File: config.mk
export PLATFORM = sky130hd
export DESIGN_NAME = train_dispatch_scheduler_flat
export DESIGN_NICKNAME = d
export VERILOG_FILES = /design/src/rtl/train_dispatch_scheduler_if.sv /design/src/rtl/train_dispatch_scheduler.sv /design/src/flat_wrapper.sv
export SDC_FILE = /design/constraint.sdc
export NUM_CORES = 1
export LEC_CHECK = 0
export CAP_MARGIN = 0
export CORE_AREA = 2 2 83 85
export CTS_BUF_LIST = sky130_fd_sc_hd__clkbuf_8
export DETAILED_ROUTE_END_ITERATION = 10
export DIE_AREA = 0 0 85 87
export HOLD_SLACK_MARGIN = 0.1
export PLACE_DENSITY = 0.87
export SLEW_MARGIN = 0
export SYNTH_ARGS = -nofsm -noshare
export SYNTH_HDL_FRONTEND = slang
export SYNTH_SLANG_ARGS = --single-unit
File: constraint.sdc
create_clock -name clk -period 2.8 [get_ports clk]
set_input_delay 0.56 -clock clk [delete_from_list [all_inputs] [get_ports clk]]
set_output_delay 0.56 -clock clk [all_outputs]
set_load 0.02 [all_outputs]
File: src/rtl/train_dispatch_scheduler_if.sv
// Depot dispatch handshake between the depot stop
// circuitry (master) and the dispatch scheduler (slave).
interface train_dispatch_scheduler_if #(
  parameter int IDW = 2
);
  logic           req;
  logic           ack;
  logic           gnt;
  logic [IDW-1:0] gnt_id;

  modport master (
    output req,
    output ack,
    input  gnt,
    input  gnt_id
  );

  modport slave (
    input  req,
    input  ack,
    output gnt,
    output gnt_id
  );
endinterface

File: src/rtl/train_dispatch_scheduler.sv
// Round-robin train dispatch from one depot to N
// dropoff stations, with per-station en-route tracking.
module train_dispatch_scheduler #(
  parameter int N   = 4,
  parameter int INT = 31,
  parameter int IDW = 2,
  parameter int CW  = 4
) (
  input  logic                 clk,
  input  logic                 rst_n,
  input  logic [N*(INT+1)-1:0] l_flat,
  train_dispatch_scheduler_if.slave bus,
  input  logic                 arrive,
  input  logic [IDW-1:0]       arrive_id,
  output logic [N*CW-1:0]      enroute_flat,
  output logic                 err
);

  typedef enum logic [1:0] {
    IDLE,
    SCAN,
    GRANT
  } state_t;

  state_t         state;
  state_t         state_nxt;
  logic [IDW-1:0] gnt_id_q;
  logic [IDW-1:0] gnt_id_nxt;
  logic [IDW-1:0] rr_ptr;
  logic [IDW-1:0] rr_nxt;
  logic [IDW-1:0] probe;
  logic [IDW-1:0] pick;
  logic           found;
  logic           ack_fire;
  logic           err_set;
  logic [N-1:0]   elig;
  logic [N-1:0]   inc_v;
  logic [N-1:0]   dec_v;
  logic [CW-1:0]  cnt     [N];
  logic [CW-1:0]  cnt_nxt [N];

  assign ack_fire   = (state == GRANT) && bus.ack;
  assign bus.gnt    = (state == GRANT);
  assign bus.gnt_id = gnt_id_q;

  for (genvar i = 0; i < N; i++) begin : g_st
    assign elig[i] = (INT+1)'(cnt[i])
                   < l_flat[i*(INT+1) +: INT+1];
    assign inc_v[i] = ack_fire
                    && (gnt_id_q == IDW'(i));
    assign dec_v[i] = arrive
                    && (arrive_id == IDW'(i));
    assign enroute_flat[i*CW +: CW] = cnt[i];
  end

  // first eligible station at or after rr_ptr
  always_comb begin
    found = 1'b0;
    pick  = '0;
    probe = '0;
    for (int k = 0; k < N; k++) begin
      probe = IDW'((int'(rr_ptr) + k) % N);
      if (!found && elig[probe]) begin
        found = 1'b1;
        pick  = probe;
      end
    end
  end

  // dispatch state machine: next state and grant bookkeeping
  always_comb begin
    state_nxt  = state;
    gnt_id_nxt = gnt_id_q;
    rr_nxt     = rr_ptr;
    unique case (state)
      IDLE: begin
        if (bus.req) state_nxt = SCAN;
      end
      SCAN: begin
        if (!bus.req) begin
          state_nxt = IDLE;
        end else if (found) begin
          state_nxt  = GRANT;
          gnt_id_nxt = pick;
        end
      end
      GRANT: begin
        if (bus.ack) begin
          state_nxt = IDLE;
          rr_nxt = (gnt_id_q == IDW'(N-1))
                 ? '0 : gnt_id_q + IDW'(1);
        end else if (!bus.req) begin
          state_nxt = IDLE;
        end
      end
      default: state_nxt = IDLE;
    endcase
  end

  // state, grant id and round-robin pointer registers
  always_ff @(posedge clk) begin
    if (!rst_n) begin
      state    <= IDLE;
      gnt_id_q <= '0;
      rr_ptr   <= '0;
    end else begin
      state    <= state_nxt;
      gnt_id_q <= gnt_id_nxt;
      rr_ptr   <= rr_nxt;
    end
  end

  // en-route counts: saturate on overflow, floor at zero
  always_comb begin
    err_set = arrive
            && (32'(arrive_id) >= 32'(N));
    for (int i = 0; i < N; i++) begin
      cnt_nxt[i] = cnt[i];
      if (inc_v[i] && !dec_v[i]) begin
        if (&cnt[i]) err_set = 1'b1;
        else cnt_nxt[i] = cnt[i] + CW'(1);
      end else if (dec_v[i] && !inc_v[i]) begin
        if (cnt[i] == '0) err_set = 1'b1;
        else cnt_nxt[i] = cnt[i] - CW'(1);
      end
    end
  end

  // count registers and sticky error flag
  always_ff @(posedge clk) begin
    if (!rst_n) begin
      cnt <= '{default: '0};
      err <= 1'b0;
    end else begin
      cnt <= cnt_nxt;
      err <= err | err_set;
    end
  end

endmodule

File: src/flat_wrapper.sv
// flat-port wrapper written by rule: the top's interface ports become plain ports
module train_dispatch_scheduler_flat 
#(
  parameter int N   = 4,
  parameter int INT = 31,
  parameter int IDW = 2,
  parameter int CW  = 4
)
  (clk, rst_n, l_flat, arrive, arrive_id, enroute_flat, err, bus_req, bus_ack, bus_gnt, bus_gnt_id);
  train_dispatch_scheduler_if #(.IDW(IDW)) bus_i ();
  input  logic clk;
  input  logic rst_n;
  input  logic [N*(INT+1)-1:0] l_flat;
  input  logic arrive;
  input  logic [IDW-1:0] arrive_id;
  output logic [N*CW-1:0] enroute_flat;
  output logic err;
  input wire logic [$bits(bus_i.req)-1:0] bus_req;
  input wire logic [$bits(bus_i.ack)-1:0] bus_ack;
  output wire logic [$bits(bus_i.gnt)-1:0] bus_gnt;
  output wire logic [$bits(bus_i.gnt_id)-1:0] bus_gnt_id;
  assign bus_i.req = bus_req;
  assign bus_i.ack = bus_ack;
  assign bus_gnt = bus_i.gnt;
  assign bus_gnt_id = bus_i.gnt_id;
  train_dispatch_scheduler #(.N(N), .INT(INT), .IDW(IDW), .CW(CW)) u_core (.clk(clk), .rst_n(rst_n), .l_flat(l_flat), .bus(bus_i), .arrive(arrive), .arrive_id(arrive_id), .enroute_flat(enroute_flat), .err(err));
endmodule
==> metrics.cfg, run 1 <==
[clock_tree]
numClockSinks=23
cts_buffers=3
cts-root-buf=clkbuf_8
clkTransAtPathRegs_ps=80
insertion_delay_ps=280
post-cts-setup-buffers=0
cts_tree=built
ctsResizeCount=0
cts_hold_buffers=0
cts.htree.levels=1
clockBufferDepth=2

[placed_design]
gp_congestion=0.833
place_worst_setup_slack_ps=-22.8
port_buffers=154
placed_cell_area_sq_mm=0.00398
post-dp-hpwl_um=6200

[synth]
yosysTopAreaCell=dfxtp_1
synth-seq-cells=23
ys_types=55
synth_flop_cell=dfxtp_1
ys_seq_area_share_pct=20.9
yosysMostFrequentCell=nor4_1
synth_enable_flop_cells=0
synth_nets=427
syn_avg_cell_area_sq_um=8.33
yosysTopAreaCellShare_pct=20.9
ys_async_sr_fraction_pct=0
syn_inst=264
synth_commonest_cells=nor4_1 (27), ha_1 (24), dfxtp_1 (23)
yosysWarnings=0
netlist_area_sq_mm=0.00220
synth.area.top_cells=dfxtp_1 (21%), ha_1 (14%), nor4_1 (7.7%)

[critical_path]
crit_path_end_kind=flop
r2r_start=u_core.bus.gnt_id[0]
cp.arrival_ps=2720
regToRegSetupSlack_ps=590
crit_top_cell=nand2_1
cp-start-kind=input pin
crit_family=simple AND/OR/NAND/NOR gates
path_class=in2reg
required_ps=2970
cp.buffers_inverters=2
worstPathCellList=clkdlybuf4s50_1 -> and3b_1 -> nand2_1 -> nor2_1 -> inv_1 -> ha_1 -> a21o_1 -> a21oi_1 -> xor2_1 -> nand2_1 -> xnor2_1 -> and2_1
ff2ff_path_depth=9
cp_slowest_cell=clkdlybuf4s50_1
crit_fanout=5
cpPeakStageDelay_ps=480
reg2reg_to=u_core.enroute_flat[7]

[global_route]
grt_max_degree=23
grt-ovfl-total=0
grtUsageTotal_pct=19.7
grt_pass1_vias=2908
grt_first_pass_wirelength_um=12000
antenna_found_initial=0

[timing]
grt_setup_unrepaired=false
worst_slew_pin_slew_ps=456
hold_viol_final=0
worst_slack_ps=253
fin_crit_ps=2550
fmax_mhz=393
slew_violations=0
min_period_over_period_pct=91.0
hold_ws_ps=461
slew_headroom_pct=69.3
finalSetupViolCount=0
skew_ps=9.71

[die]
dieHeight_um=87
die_area_sq_mm=0.00740
initial_utilization_pct=33.5
pin_count=155
die-width_um=85
core_area_sq_mm=0.00657
rows=30

[layout]
drive_above_1_share_pct=9.34
diodes=0
area_growth_pct=83.1
final_util_pct=61.3
final_net_count=603
design_area_sq_mm=0.00403

[min_path]
holdCritStartpoint=u_core.state[1]
holdPathEnd=u_core.state[0]
hold_path.class=reg2reg
whs_path_depth=1

[route]
drt_pre_antenna_iters=4
wl_per_cell_um=13.7
drt-initial-drc-count=81
drc=0
viasPerCell=5.10
wirelength_um=7090
ant_nets=0
vias=2647

[power]
cellLeakagePower_nw=1.60
ir_worst_vdd_v=0.000169
powerDensity_mw_per_mm2=209
finalPower_mw=0.842

[outcome]
status=complete, no violations

[run]
cap_violations=0

-- placed cells by master (no fill, tap or decap), types with 3 or more instances in the layout --
master / netlist / final
buf_4: 0 / 21
mux2i_1: 5 / 5
and4_1: 3 / 3
xor2_1: 4 / 4
clkdlybuf4s50_1: 0 / 154
o21ai_0: 5 / 5
a211oi_1: 4 / 4
and2_1: 9 / 9
nand2b_1: 5 / 5
dfxtp_1: 23 / 23
xnor2_1: 9 / 9
fa_1: 4 / 4
a21oi_1: 14 / 14
nand4_1: 6 / 6
nor4_2: 3 / 3
nor2b_1: 12 / 12
a21o_1: 4 / 4
nand3_1: 7 / 7
nand2_1: 16 / 16
o21ai_1: 3 / 3
clkbuf_8: 0 / 3
inv_1: 21 / 21
nor2_1: 13 / 13
nor4_1: 27 / 27
ha_1: 24 / 24
-- layer usage --
layer  vias up  global-route usage (%)  routed length, um
li1       1326                       -                  -
met1      1192                    19.2               2580
met2       120                    39.8               3750
met3         9                    5.78                667
met4         0                    5.48                 90
met5         -                       0                  0
-- worst max path at each step --
| stage | from | end | cells past startpoint |
|---|---|---|---|
| after floorplan | bus_ack | u_core.enroute_flat[11] | 12 |
| after global placement | bus_ack | u_core.enroute_flat[11] | 12 |
| after detailed placement | bus_ack | u_core.enroute_flat[11] | 12 |
| after CTS | bus_ack | u_core.enroute_flat[11] | 12 |
| after global routing | bus_ack | u_core.enroute_flat[11] | 12 |
| final | bus_ack | u_core.enroute_flat[11] | 12 |
-- cell type report --
| class | instances | area [sq um] |
|---|---|---|
| Fill cell | 551 | 2540 |
| Timing Repair Buffer | 175 | 1700 |
| Multi-Input combinational cell | 215 | 1640 |
| Sequential cell | 23 | 460 |
| Tap cell | 80 | 100 |
| Inverter | 22 | 82.6 |
| Clock buffer | 3 | 41.3 |
| Clock inverter | 1 | 5.00 |
-- report_power, final --
| group | total (mW) | switching (mW) | internal (mW) |
|---|---|---|---|
| logic | 0.285 | 0.0773 | 0.208 |
| registers | 0.340 | 0.00708 | 0.332 |
| clock network | 0.217 | 0.118 | 0.0998 |
| total | 0.842 | 0.202 | 0.640 |
-- stage by stage --
step | std cells | setup TNS (ps)
after floorplan | 264 | 0
final | 519 | 0
after global routing | 519 | 0
after detailed placement | 515 | -51.8
after CTS | 519 | 0
after global placement | 515 | 0
-- sequential cells by signal, summed over array words and instances (netlist names) --
name / cells
u_core.rr_ptr: 2
u_core.bus.gnt_id: 2
u_core.err: 1
u_core.state: 2
u_core.enroute_flat: 16
-- kinds of logic (layout without fill, tap and decap cells) --
group                    after synthesis  in the layout  synth area share, %
AO/OA/AOI/OAI                         51             51                 16.0
buffers and inverters                 26            201                 4.55
adder cells (fa/ha/maj)               28             28                 17.3
XOR/XNOR                              13             13                 5.18
flip-flops                            23             23                 20.9
AND/OR/NAND/NOR                      118            118                 33.7
multiplexers                           5              5                 2.28
(Power assumes the default switching activity.)
==> inputs of run 2 (changes only) <==
Settings changed: ABC_AREA from default to 1, CORE_AREA 2 2 83 85 to 2 2 88 90, DIE_AREA 0 0 85 87 to 0 0 90 92, PLACE_DENSITY 0.87 to 0.84, SKIP_LAST_GASP from default to 1.
==> run 2 against run 1 <==
  * Worst setup slack worse by 49 ps
  * Combinational power up 17%
  * First-iteration DRC count up 99%
  * Clock-buffer cell count unchanged
  * Global-route usage down 0.061 points
  * Largest cell class is now multi-input combinational cells
==> metrics.cfg, run 2 <==
[synth]
synth.area.top_cells=dfxtp_1 (18%), nand2_1 (18%), nor2_1 (13%)  ; was dfxtp_1 (21%), ha_1 (14%), nor4_1 (7.7%)
yosysTopAreaCell=dfxtp_1  ; unchanged
syn_inst=429  ; was 264
synth-seq-cells=23  ; unchanged
ys_async_sr_fraction_pct=0  ; unchanged
syn_avg_cell_area_sq_um=5.89  ; was 8.33 sq um
synth_commonest_cells=nand2_1 (118), nor2_1 (87), inv_1 (43)  ; was nor4_1 (27), ha_1 (24), dfxtp_1 (23)
ys_seq_area_share_pct=18.2  ; was 20.9%
yosysWarnings=0  ; unchanged
synth_flop_cell=dfxtp_1  ; unchanged
yosysTopAreaCellShare_pct=18.2  ; was 20.9%
ys_types=32  ; was 55
synth_enable_flop_cells=0  ; unchanged
yosysMostFrequentCell=nand2_1  ; was nor4_1
netlist_area_sq_mm=0.00253  ; was 0.00220 sq mm
synth_nets=592  ; was 427

[critical_path]
crit_family=buffers and inverters  ; was simple AND/OR/NAND/NOR gates
crit_fanout=7  ; was 5
required_ps=3010  ; was 2970 ps
worstPathCellList=clkdlybuf4s50_1 -> nand2_4 -> inv_2 -> nand2_1 -> nor2_2 -> inv_1 -> ha_1 -> a21oi_1 -> o21ai_0 -> xor2_1 -> nor2_1 -> o21ai_1 -> a21oi_1  ; was clkdlybuf4s50_1 -> and3b_1 -> nand2_1 -> nor2_1 -> inv_1 -> ha_1 -> a21o_1 -> a21oi_1 -> xor2_1 -> nand2_1 -> xnor2_1 -> and2_1
crit_top_cell=a21oi_1  ; was nand2_1
cp.arrival_ps=2810  ; was 2720 ps
regToRegSetupSlack_ps=490  ; was 590 ps
cp_slowest_cell=clkdlybuf4s50_1  ; unchanged
cp-start-kind=input pin  ; unchanged
crit_path_end_kind=flop  ; unchanged
cp.buffers_inverters=3  ; was 2
path_class=in2reg  ; unchanged
cpPeakStageDelay_ps=550  ; was 480 ps

[clock_tree]
numClockSinks=23  ; unchanged
cts-root-buf=clkbuf_8  ; unchanged
cts_hold_buffers=0  ; unchanged
cts.htree.levels=1  ; unchanged
clkTransAtPathRegs_ps=90  ; was 80 ps
cts_tree=built  ; unchanged
ctsResizeCount=0  ; unchanged
clockBufferDepth=2  ; unchanged
cts_buffers=3  ; unchanged
insertion_delay_ps=270  ; was 280 ps
post-cts-setup-buffers=0  ; unchanged

[power]
ir_worst_vdd_v=0.000148  ; was 0.000169 V
cellLeakagePower_nw=1.90  ; was 1.60 nW
finalPower_mw=0.897  ; was 0.842 mW
powerDensity_mw_per_mm2=211  ; was 209 mW/mm^2

[die]
pin_count=155  ; unchanged
die_area_sq_mm=0.00828  ; was 0.00740 sq mm
rows=32  ; was 30
initial_utilization_pct=33.9  ; was 33.5%
dieHeight_um=92  ; was 87 um
die-width_um=90  ; was 85 um
core_area_sq_mm=0.00745  ; was 0.00657 sq mm

[global_route]
grtUsageTotal_pct=19.6  ; was 19.7%
grt_max_degree=24  ; was 23
grt-ovfl-total=0  ; unchanged
antenna_found_initial=0  ; unchanged
grt_pass1_vias=3285  ; was 2,908
grt_first_pass_wirelength_um=13800  ; was 12,000 um

[layout]
layout_common_cells=clkdlybuf4s50_1 (154), nand2_1 (118), nor2_1 (87)  ; was clkdlybuf4s50_1 (154), nor4_1 (27), ha_1 (24)
final_net_count=751  ; was 603
final_util_pct=57.1  ; was 61.3%
final_common_cell=clkdlybuf4s50_1  ; unchanged
final_cells=689  ; was 519
largest_reg_flops=16  ; unchanged
drive_above_1_share_pct=4.60  ; was 9.34%
area_growth_pct=68.2  ; was 83.1%
diodes=0  ; unchanged

[route]
drt_pre_antenna_iters=4  ; unchanged
wirelength_um=8180  ; was 7090 um
drt-initial-drc-count=161  ; was 81
wl_per_cell_um=11.9  ; was 13.7 um
drc=0  ; unchanged
ant_nets=0  ; unchanged
vias=3235  ; was 2,647
viasPerCell=4.70  ; was 5.10

[placed_design]
gp_congestion=0.882  ; was 0.833
dp_cells=685  ; was 515
post-dp-hpwl_um=7050  ; was 6200 um
port_buffers=154  ; unchanged

[timing]
hold_viol_final=0  ; unchanged
slew_violations=0  ; unchanged
skew_ps=2.84  ; was 9.71 ps
finalSetupViolCount=0  ; unchanged
worst_slew_pin_slew_ps=746  ; was 456 ps
min_period_over_period_pct=92.7  ; was 91.0%
grt_setup_unrepaired=false  ; unchanged
slew_headroom_pct=50.1  ; was 69.3%
fin_crit_ps=2600  ; was 2550 ps
fmax_mhz=385  ; was 393 MHz

[outcome]
status=complete, no violations  ; unchanged

[min_path]
hold_path.class=reg2reg  ; unchanged

[run]
cap_violations=0  ; unchanged

run 2: layer usage:
metal | GRT usage (%) | vias to the layer above | wire length, um
met5 | 0 | - | 0
met4 | 7.82 | 0 | 222
met3 | 4.60 | 24 | 606
met2 | 38.5 | 137 | 4140
met1 | 19.9 | 1392 | 3210
li1 | - | 1682 | -
run 2: power breakdown:
group	leakage (nW)	switching, mW	internal [mW]
clock network	0.0269	0.117	0.0984
registers	0.186	0.0127	0.336
logic	1.69	0.113	0.221
total	1.90	0.242	0.655
run 2: path summary, 6_finish.rpt:
path	end	start	cells past startpoint
max reg2reg	u_core.enroute_flat[11]	u_core.state[1]	14
min reg2reg	u_core.enroute_flat[12]	u_core.enroute_flat[12]	1
min	u_core.enroute_flat[12]	u_core.enroute_flat[12]	1
max	u_core.enroute_flat[11]	bus_ack	13
run 2: through the flow:
step | hold slack [ps] | setup WS [ps] | TNS [ps] | cell area [sq um]
finish | 534 | 204 | 0 | 4250
CTS | 531 | 219 | 0 | 4250
global placement | 504 | 64.1 | 0 | 4200
global route | 548 | 18.6 | 0 | 4250
detailed placement | 506 | -74.3 | -74.3 | 4200
floorplan | 539 | 684 | 0 | 2530
run 2: final cells by class:
cell class	count	area (sq um)
inverters	51	191
fillers	670	3200
repair buffers	157	1560
flip-flops and latches	23	460
clock buffers	3	41.3
multi-input cells	352	1860
well taps	102	128
clock inverters	1	3.75
run 2: logic make-up (layout without fill, tap and decap cells):
| group | after synthesis | after routing | share of synthesized area, % |
|---|---|---|---|
| AND/OR/NAND/NOR | 256 | 256 | 43.3 |
| AO/OA/AOI/OAI | 59 | 59 | 12.1 |
| buffers and inverters | 54 | 212 | 8.12 |
| adder cells (fa/ha/maj) | 28 | 28 | 15.1 |
| flip-flops | 23 | 23 | 18.2 |
| XOR/XNOR | 9 | 9 | 3.12 |
